==> src/rtl/uart_tx_fifo_drain.sv <==
// UART transmitter fed directly from the TX FIFO head. While enabled it pops one word
// per frame and serialises start, LSB-first data and stop bits on oversample ticks.
module uart_tx_fifo_drain #(
  parameter int unsigned NB_DATA     = 8,
  parameter int unsigned N_TICK_BIT  = 16,
  parameter int unsigned N_STOP_BITS = 1
) (
  input  logic               i_clk,
  input  logic               i_rst,
  input  logic               i_tick,
  input  logic               i_enable,
  input  logic [NB_DATA-1:0] i_data,
  input  logic               i_fifo_empty,
  output logic               o_read,
  output logic               o_tx,
  output logic               o_busy,
  output logic               o_tx_done
);

  localparam int unsigned TickW = $clog2(N_STOP_BITS * N_TICK_BIT);
  localparam int unsigned BitW  = $clog2(NB_DATA) + 1;

  localparam logic [TickW-1:0] BitTickLast  = TickW'(N_TICK_BIT - 1);
  localparam logic [TickW-1:0] StopTickLast = TickW'(N_STOP_BITS * N_TICK_BIT - 1);
  localparam logic [BitW-1:0]  DataBitLast  = BitW'(NB_DATA - 1);

  typedef enum logic [1:0] {
    StIdle,
    StStart,
    StData,
    StStop
  } state_e;

  state_e             state_q, state_d;
  logic [TickW-1:0]   tick_cnt_q, tick_cnt_d;
  logic [BitW-1:0]    bit_cnt_q, bit_cnt_d;
  logic [NB_DATA-1:0] shreg_q, shreg_d;
  logic               tx_q, tx_d;
  logic               busy_q, busy_d;
  logic               done_q, done_d;

  logic load;
  logic bit_end;
  logic stop_end;

  assign load     = (state_q == StIdle) && i_enable && !i_fifo_empty;
  assign bit_end  = i_tick && (tick_cnt_q == BitTickLast);
  assign stop_end = i_tick && (tick_cnt_q == StopTickLast);

  // Pop strobe is combinational so the FIFO advances on the same edge that latches the word;
  // it is held low while reset is asserted.
  assign o_read    = i_rst && load;
  assign o_tx      = tx_q;
  assign o_busy    = busy_q;
  assign o_tx_done = done_q;

  always_comb begin
    state_d    = state_q;
    tick_cnt_d = tick_cnt_q;
    bit_cnt_d  = bit_cnt_q;
    shreg_d    = shreg_q;
    done_d     = 1'b0;

    unique case (state_q)
      StIdle: begin
        tick_cnt_d = '0;
        bit_cnt_d  = '0;
        if (load) begin
          shreg_d = i_data;
          state_d = StStart;
        end
      end

      StStart: begin
        if (bit_end) begin
          tick_cnt_d = '0;
          bit_cnt_d  = '0;
          state_d    = StData;
        end else if (i_tick) begin
          tick_cnt_d = tick_cnt_q + TickW'(1);
        end
      end

      StData: begin
        if (bit_end) begin
          tick_cnt_d = '0;
          shreg_d    = shreg_q >> 1;
          if (bit_cnt_q == DataBitLast) begin
            bit_cnt_d = '0;
            state_d   = StStop;
          end else begin
            bit_cnt_d = bit_cnt_q + BitW'(1);
          end
        end else if (i_tick) begin
          tick_cnt_d = tick_cnt_q + TickW'(1);
        end
      end

      StStop: begin
        if (stop_end) begin
          tick_cnt_d = '0;
          done_d     = 1'b1;
          state_d    = StIdle;
        end else if (i_tick) begin
          tick_cnt_d = tick_cnt_q + TickW'(1);
        end
      end

      default: begin
        tick_cnt_d = '0;
        bit_cnt_d  = '0;
        state_d    = StIdle;
      end
    endcase
  end

  // Line level follows the next state, so it changes on the edge entering a state or bit.
  always_comb begin
    tx_d   = 1'b1;
    busy_d = (state_d != StIdle);
    unique case (state_d)
      StIdle:  tx_d = 1'b1;
      StStart: tx_d = 1'b0;
      StData:  tx_d = shreg_d[0];
      StStop:  tx_d = 1'b1;
      default: tx_d = 1'b1;
    endcase
  end

  always_ff @(posedge i_clk) begin
    if (!i_rst) begin
      state_q    <= StIdle;
      tick_cnt_q <= '0;
      bit_cnt_q  <= '0;
      shreg_q    <= '0;
      tx_q       <= 1'b1;
      busy_q     <= 1'b0;
      done_q     <= 1'b0;
    end else begin
      state_q    <= state_d;
      tick_cnt_q <= tick_cnt_d;
      bit_cnt_q  <= bit_cnt_d;
      shreg_q    <= shreg_d;
      tx_q       <= tx_d;
      busy_q     <= busy_d;
      done_q     <= done_d;
    end
  end

endmodule

==> config.mk <==
export PLATFORM = sky130hd
export DESIGN_NAME = uart_tx_fifo_drain
export DESIGN_NICKNAME = d
export VERILOG_FILES = /design/src/rtl/uart_tx_fifo_drain.sv
export SDC_FILE = /design/constraint.sdc
export NUM_CORES = 1
export LEC_CHECK = 0
export ABC_AREA = 1
export CAP_MARGIN = 30
export CORE_UTILIZATION = 35
export CTS_CLUSTER_DIAMETER = 100
export DETAILED_ROUTE_END_ITERATION = 8
export DONT_BUFFER_PORTS = 1
export PLACE_DENSITY = 0.54
export SLEW_MARGIN = 10
export SYNTH_ARGS = -nofsm -noshare
export SYNTH_HDL_FRONTEND = slang
export SYNTH_SLANG_ARGS = --single-unit
==> constraint.sdc <==
create_clock -name i_clk -period 3.5 [get_ports i_clk]
set_input_delay 0.35 -clock i_clk [delete_from_list [all_inputs] [get_ports i_clk]]
set_output_delay 0.35 -clock i_clk [all_outputs]
set_load 0.02 [all_outputs]
* After elaboration in Yosys (flattened, before gate mapping)
Index checks and enable logic that the tools add are counted.
** Word-level totals
- Flip-flop bits (word level) :: 21
- Input bits :: 13
- Output and inout bits :: 4
** Cells by class
- $add $sub $neg :: 2
- Equal/unequal tests :: 12
- Mux-type cells :: 18
- Reductions and logical operators :: 15
** Operators with widths (number)
- $mux W4 :: 5
- $mux W8 :: 2
- $pmux W8 S2 :: 1
- $pmux W4 S3 :: 1
- $mux W2 :: 5
- $add A4 B1 Y4 const B :: 2
- $eq A2 B2 Y1 const B :: 4
- $pmux W2 S4 :: 1
- $pmux W4 S2 :: 1
- $ne A2 B2 Y1 const B :: 3
- $reduce_and A3 Y1 :: 2
- $eq A2 B1 Y1 const B :: 2
- $eq A4 B3 Y1 const B :: 1
- $eq A4 B4 Y1 const B :: 1
- $logic_and A1 B1 Y1 :: 4
- $logic_not A2 Y1 :: 2
- $reduce_bool A2 Y1 :: 2
- $ne A3 B1 Y1 const B :: 1
- $pmux W1 S3 :: 1
- $reduce_bool A3 Y1 :: 1
- $reduce_or A3 Y1 :: 1
- $reduce_and A2 Y1 :: 1
- $reduce_or A2 Y1 :: 1
- $logic_not A1 Y1 :: 1
- $mux W1 :: 1

* Logic depth before layout (Yosys ltp)
Gate-level depths: netlist of the first run.
- Word-level depth :: 8
- Mapped depth :: 12
- Gate-level depth less buffers :: 12

* Worst setup path after synthesis of the first run
Ideal clock, no wire load.
- Path type :: flip-flop to flip-flop
- Start point :: register tick_cnt_q[0]
- End point :: register tx_q, in the netlist o_tx
- Library setup time :: 0.115 ns
- Arrival :: 1.413 ns
- Data required time :: 3.385 ns
- Slack :: 1.971 ns
- Cell stages (with the launch flop) :: 11
- Path buffers :: 0
- Period minus slack after synthesis :: 1.529 ns
- Cells stage by stage :: dfxtp_1 -> ha_1 -> nand4_2 -> inv_2 -> nand2_4 -> o21ai_2 -> inv_1 -> ha_1 -> nand2_1 -> nand2_1 -> nand2_1
** Between the ends
- Cells in the longest elaborated chain, start to end :: 7
- Elaborated cells on any way between the ends :: 14
** RTL lines
- start: declaration :: line 35 : logic [TickW-1:0] tick_cnt_q, tick_cnt_d;
- start signal: assignment :: line 141 : tick_cnt_q <= tick_cnt_d;
- $eq A4 B4 Y1 (*) :: line 47, 48
- $logic_and A1 B1 Y1 (*) :: line 47, 48
- $mux W2 (on tied branches) :: line 100, 75, 85
- $pmux W2 S4 (*) :: line 64 : unique case (state_q)
- net state_d[0] :: line 34 : state_e state_q, state_d;
- $eq A2 B2 Y1 or $logic_not A2 Y1 (tied branches) :: line 121 : unique case (state_d)
- $reduce_or A2 Y1 (no line)
- $pmux W1 S3 (*) :: line 121
- end signal: assignment :: line 144 : tx_q <= tx_d;
- end: declaration :: line 38 : logic tx_q, tx_d;
The timed path passes the listed nets; every way through them passes the cells marked *. The select of a mux whose other input is x is not followed.
A chain may end at the register's enable or synchronous reset.

* Worst setup path after layout of the first run
- Start point :: register state_q[1]
- End point :: output o_read
** Between the ends
- Cells in the longest elaborated chain, start to end :: 4
** RTL lines
- start: declaration :: line 34
- start signal: assignment :: line 132 : state_q <= StIdle;
- start signal: assignment :: line 140 : state_q <= state_d;
- $logic_not A2 Y1 :: line 46 : assign load = (state_q == StIdle) && i_enable && !i_fifo_empty;
- $logic_and A1 B1 Y1 (2 in a row) :: line 46
- $logic_and A1 B1 Y1 :: line 52 : assign o_read = i_rst && load;
- end: declaration :: line 14 : output logic o_read,
No other way between the ends.

==> results of run 1 <==
## kinds of logic after synthesis
group	share of synthesized area [%]
buffers and inverters	8.42
adders and majority gates	5.93
DFF	39.9
AOI/OAI and AO/OA	10.8
and+or+nand+nor	34.2
xor gates and xnor gates	0.831
## sequential cells by signal, summed over array words and instances, names as in the netlist
signal,flops
shreg_q,8
bit_cnt_q,4
tick_cnt_q,4
state_q,2
o_busy,1
o_tx,1
o_tx_done,1
## power by group through the flow
stage	logic (uW)	clock network [uW]	registers [uW]
4_1_cts	38.6	128	255
3_5_place_dp	38.3	0	260
2_1_floorplan	32.6	0	259
5_1_grt	44.4	136	256
6_report	38.3	120	255
3_3_place_gp	38.0	0	260
## layout make-up
type,instances,area (um^2),share of cell area (%)
clock buffers,3,22.5,2.02
clock inverters,1,5.00,0.450
inverters,21,80.1,7.20
multi-input cells,105,546,49.0
flip-flops and latches,21,420,37.8
well taps,31,38.8,3.49
## per-layer routing
layer	vias to the layer above	GRT usage [%]	wire, um
met5	-	0	0
met4	0	7.32	53
met3	6	2.53	82
met2	21	22.2	925
met1	405	19.6	979
li1	473	-	-
## per-stage QoR
| step | instances | util [%] | area (um^2) | power, uW | setup slack (ns) |
|---|---|---|---|---|---|
| after floorplan | 149 | - | 1050 | 292 | 1.97 |
| final | 182 | 39.7 | 1110 | 413 | 1.76 |
| after CTS | 182 | 39.7 | 1110 | 422 | 1.74 |
| after global placement | 178 | 38.7 | 1080 | 298 | 1.85 |
| after global routing | 182 | 39.7 | 1110 | 436 | 1.60 |
| after detailed placement | 178 | 38.7 | 1080 | 299 | 1.84 |
## cell usage in the layout (no fill, tap or decap), types with 2 or more instances in the layout
cell type	count
nand2_1	52
dfxtp_1	21
inv_1	17
nor2_1	9
a21oi_1	7
nand3_1	6
a31oi_1	6
ha_1	5
nor3_1	3
o21ai_0	3
clkbuf_4	3
inv_2	2
nor2_2	2
nand2_2	2
clkinv_2	2
## worst max path at each step
stage,startpoint,end,slack (ns),depth (start not counted)
2_1_floorplan,tick_cnt_q[0],o_tx,1.97,10
3_3_place_gp,tick_cnt_q[0],o_tx,1.85,12
3_5_place_dp,tick_cnt_q[0],o_tx,1.84,10
4_1_cts,state_q[1],o_read,1.74,3
5_1_grt,tick_cnt_q[0],o_tx,1.60,12
6_report,state_q[1],o_read,1.76,3
==> run_results.csv, run 1 <==
group,metric,value,unit
synthesis,ys_async_sr_fraction,0,%
critical_path,path_class,"flop to output pin",
cells_and_area,diodes,0,
synthesis,yosys-top-cells-area,"dfxtp_1, nand2_1, inv_1, ha_1, a31oi_1",
synthesis,synth_commonest_cells,"nand2_1, dfxtp_1, inv_1",
clocking,cts_tree,"built",
min_path,min_path_cells,1,
clocking,hold_buffers,0,
synthesis,yosysMostFrequentCell,"nand2_1",
power,ir_worst_vdd,0.166,mV
global_route,grt_pass1_vias,858,
die,die_h,56.9,um
critical_path,critPathBufInv,0,
run_status,status,"finished clean",
global_route,grt_max_degree,14,
critical_path,cp_cell_sequence,"nor2_2 -> nand3_2 -> nor2_1",
drt,dr.pass1.iters,4,
critical_path,rr_worst_depth,12,
die,die_area,3240,um^2
synthesis,yosysWarnings,0,
synthesis,synth_fp_nets,167,
timing,max_slew.worst_pin.slew,0.427,ns
critical_path,crit_path_top_delay_cell,"dfxtp_1",
die,chipWidth,56.9,um
drt,vias_per_cell,4.97,
power,p_leak,0.000502,uW
synthesis,synth_top_cell_area_share,39.9,%
power,intPower,303,uW
clocking,cts_max_path_buffers,2,
synthesis,syn_inst,149,
synthesis,syn-cell-area,1050,um^2
timing,period_needed,1.74,ns
place,dpl.hpwl,1520,um
synthesis,synth_cell_types,27,
drt,ant_nets,0,
synthesis,synthFlopType,"dfxtp_1",
power,p_switching,110,uW
timing,setup_viol,0,
flow_run,drv_cap,0,
clocking,path_clk_slew,0.12,ns
min_path,hold_path.class,"input pin to flop",
cells_and_area,drive_above_1_share,11.3,%
clocking,cts_setup_buffers,0,
drt,route.detailed.wl_per_inst,11.2,um
drt,routed_wl,2040,um
timing,grt_setup_unrepaired,"no",
synthesis,ys_seq_elements,21,
cells_and_area,area_delta_synth_final,5.46,%
critical_path,start_kind,"flop",
synthesis,syn_avg_cell_area,7.08,um^2
die,io_pins,17,
timing,hold_viol_final,0,
global_route,antenna_found_initial,0,
timing,finalCritPeriodShare,49.6,%
die,fp-row-count,19,
cells_and_area,nNetsFinal,170,
synthesis,ys_seq_area_share,39.9,%
power,netSwitchingFraction,26.7,%
synthesis,synth-edff-count,0,
power,pwr-share-comb,9.3,%
critical_path,reg2reg_to,"o_tx",
timing,maxSlewHeadroom,71.5,%
timing,holdWs,0.108,ns
min_path,min_from,"i_rst",
power,power.share.clock,29.1,%
synthesis,yosys.area.top_type,"dfxtp_1",
timing,fmax,576,MHz
timing,setup_tns,0,ns
timing,fin_skew,0.00161,ns
min_path,min_to,"o_tx",
drt,num_vias,905,
die,coreArea,2810,um^2
critical_path,cpLargestDelayFamily,"simple AND/OR/NAND/NOR gates",
drt,drt_iter0_drc,16,
cells_and_area,fillerInstances,312,
timing,drv_slew,0,
die,start_util,37.6,%
place,io_buffers,0,
power,power_frac_seq,61.7,%
clocking,numCtsBuffers,3,
critical_path,crit_fanout,6,
critical_path,cpPeakStageDelay,0.37,ns
critical_path,worstSetupEndpointType,"output pin",
critical_path,r2r_slack,1.78,ns
critical_path,r2r_start,"tick_cnt_q[0]",
power,power_density,372,nW/um^2
global_route,grt.total_usage,14.5,%
clocking,clk_latency,0.31,ns
global_route,grt-ovfl-total,0,
clocking,htree_levels,1,
clocking,ctsResizeCount,0,
clocking,cts-root-buf,"clkbuf_4",
critical_path,critPathRequiredTime,3.15,ns
drt,post-route-drc-count,0,
clocking,cts_sinks,21,
global_route,grt_pass1_wl,3680,um
place,place.gp.congestion,0.768,
critical_path,cp_data_arrival_time,1.39,ns
Power figures use the tool's default switching activity.
==> run 2: changes to the inputs <==
- PLACE_DENSITY: 0.54 -> 0.56
- clock period: 3.5 -> 1.5 ns (I/O delays scaled with it)
==> run 2 against run 1 <==
Net effect:
- the flow now finishes with violations (DRC, hold timing)
- die area unchanged
- global-route usage increased by 0.74 points
- wire length increased by 11%
==> run_results.csv, run 2 (same netlist as run 1, synthesis figures left out) <==
group,metric,value,unit
run_status,status,"complete, but fails checks",
run_status,violations,"DRC, hold timing",
clocking,numCtsBuffers,3,
global_route,grt_pass1_wl,3840,um
clocking,cts_sinks,21,
timing,setup_viol,0,
timing,hold_viol_final,8,
global_route,grt_max_degree,13,
cells_and_area,regArea,423,um^2
clocking,cts-root-buf,"clkbuf_4",
timing,fin_skew,0.00262,ns
power,finalPower,1010,uW
critical_path,cpPeakStageDelay,0.38,ns
die,die_h,56.9,um
place,dpl.hpwl,1640,um
drt,post-route-drc-count,2,
drt,dr.pass1.iters,6,
critical_path,start_kind,"flop",
clocking,htree_levels,1,
die,chipWidth,56.9,um
drt,drt_iter0_drc,34,
cells_and_area,utilization,47.8,%
flow_run,drv_cap,0,
cells_and_area,area_delta_synth_final,27.2,%
timing,holdWs,-0.105,ns
die,coreArea,2810,um^2
timing,max_slew.worst_pin.slew,0.275,ns
power,power_density,752,nW/um^2
critical_path,critPathBufInv,2,
die,io_pins,17,
critical_path,path_class,"flop to flop",
timing,period_needed,1.49,ns
timing,fmax,669,MHz
timing,grt_setup_unrepaired,"yes",
cells_and_area,final_common_cell,"nand2_1",
critical_path,worstSetupEndpointType,"flop",
clocking,path_clk_slew,0.13,ns
cells_and_area,drive_above_1_share,26.3,%
place,io_buffers,0,
drt,ant_nets,0,
global_route,grt-ovfl-total,0,
global_route,antenna_found_initial,0,
critical_path,crit_fanout,3,
drt,num_vias,1008,
power,p_leak,0.000610,uW
die,fp-row-count,19,
drt,route.detailed.wl_per_inst,11.2,um
clocking,cts_max_path_buffers,2,
global_route,grt.total_usage,15.3,%
cells_and_area,largest_register_ffs,8,
clocking,cts_tree,"built",
critical_path,crit_path_top_delay_cell,"dfxtp_2",
critical_path,cp_cell_sequence,"ha_4 -> nand4_4 -> inv_4 -> nand2_4 -> o21ai_2 -> inv_2 -> ha_4 -> nand2_1 -> nand2_1 -> nand2_1",
cells_and_area,nNetsFinal,190,
critical_path,cpLargestDelayFamily,"adder cells",
clocking,hold_buffers,6,
place,place.gp.congestion,0.816,
global_route,grt_pass1_vias,926,
timing,maxSlewHeadroom,81.5,%
critical_path,cp_data_arrival_time,1.72,ns
critical_path,cp_common_cell,"nand2_1",
critical_path,critPathRequiredTime,1.72,ns
cells_and_area,top_register,"shreg_q",
cells_and_area,final_cell_mix,"nand2_1, dfxtp_1, inv_1, buf_4, a21oi_1",
drt,vias_per_cell,4.99,
timing,finalCritPeriodShare,99.6,%
die,start_util,37.6,%
die,die_area,3240,um^2
cells_and_area,largest_registers,"shreg_q (8), bit_cnt_q (4), tick_cnt_q (4)",
cells_and_area,multi_input_area,602,um^2
timing,drv_slew,0,
clocking,clk_latency,0.31,ns
cells_and_area,fillerInstances,277,
min_path,hold_path.class,"input pin to flop",
cells_and_area,diodes,0,
drt,routed_wl,2260,um
power,ir_worst_vdd,0.540,mV
[run 2: cell count changes in the layout (fill, tap and decap cells not counted), moves of 2 or more]
| cell | change |
|---|---|
| buf_4 | +14 |
| dlygate4sd3_1 | +6 |
| ha_1 | -3 |
| nand2_1 | -3 |
| nor2_1 | -3 |
| nor2_2 | +3 |
| dfxtp_1 | -2 |
| dfxtp_2 | +2 |
| ha_4 | +2 |
| inv_1 | -2 |
| inv_4 | +2 |
| nand2_2 | +2 |
[run 2: stage by stage]
stage / cell area, um^2 / setup TNS, ns / cells / setup slack, ns
2_1_floorplan: 1080 / 0 / 149 / 0.0217
3_3_place_gp: 1180 / 0 / 188 / 0.0171
3_5_place_dp: 1180 / -0.0292 / 188 / -0.0292
4_1_cts: 1310 / -0.0186 / 201 / -0.0186
5_1_grt: 1340 / -0.104 / 202 / -0.0966
6_report: 1340 / 0 / 202 / 0.00599
[run 2: worst paths after layout]
path                                     from    endpoint  slack (ns)  cells past startpoint
worst max-delay path            tick_cnt_q[1]        o_tx       0.006                     10
worst min-delay path                    i_rst        o_tx       -0.10                      1
worst max register to register  tick_cnt_q[1]        o_tx       0.006                     10
worst min register to register     shreg_q[7]  shreg_q[7]        0.48                      2
[run 2: layout make-up]
cell class	count	share of cell area [%]
Clock buffer	3	1.68
Clock inverter	1	0.373
Inverter	21	6.34
Multi-Input combinational cell	105	44.9
Sequential cell	21	31.5
Tap cell	31	2.89
Timing Repair Buffer	20	12.3
[run 2: worst reg2reg max path: cells and delay by family (launching register included)]
family | cells | cell delay (ns)
fa+ha+maj | 2 | 0.42
flops | 1 | 0.38
simple gates | 5 | 0.29
buf+inv | 2 | 0.18
compound gates | 1 | 0.14
[run 2: metal layers]
layer	part of all wire [%]	GRT usage (%)	up-vias
met4	0.62	6.27	0
met2	47	24.7	28
met5	0	0	-
li1	-	-	525
met3	5.3	3.92	2
met1	47	19.2	453
[run 2: where the power goes]
part | switching (uW) | leakage (uW) | internal, uW | total (uW)
Combinational | 68.8 | 0.000421 | 56.6 | 125
Sequential | 17.8 | 0.000172 | 578 | 596
Clock | 188 | 0.0000177 | 99.5 | 287
Total | 274 | 0.000610 | 734 | 1010
[run 2: timing repair]
action / in CTS / in global routing
pin swaps: 4 / 4
cloned: 0 / 0
hold endpoints to repair: 13 / 7
endpoints found under the setup margin: 2 / 7
buffers inserted: 3 / 1
resized for setup: 4 / 10
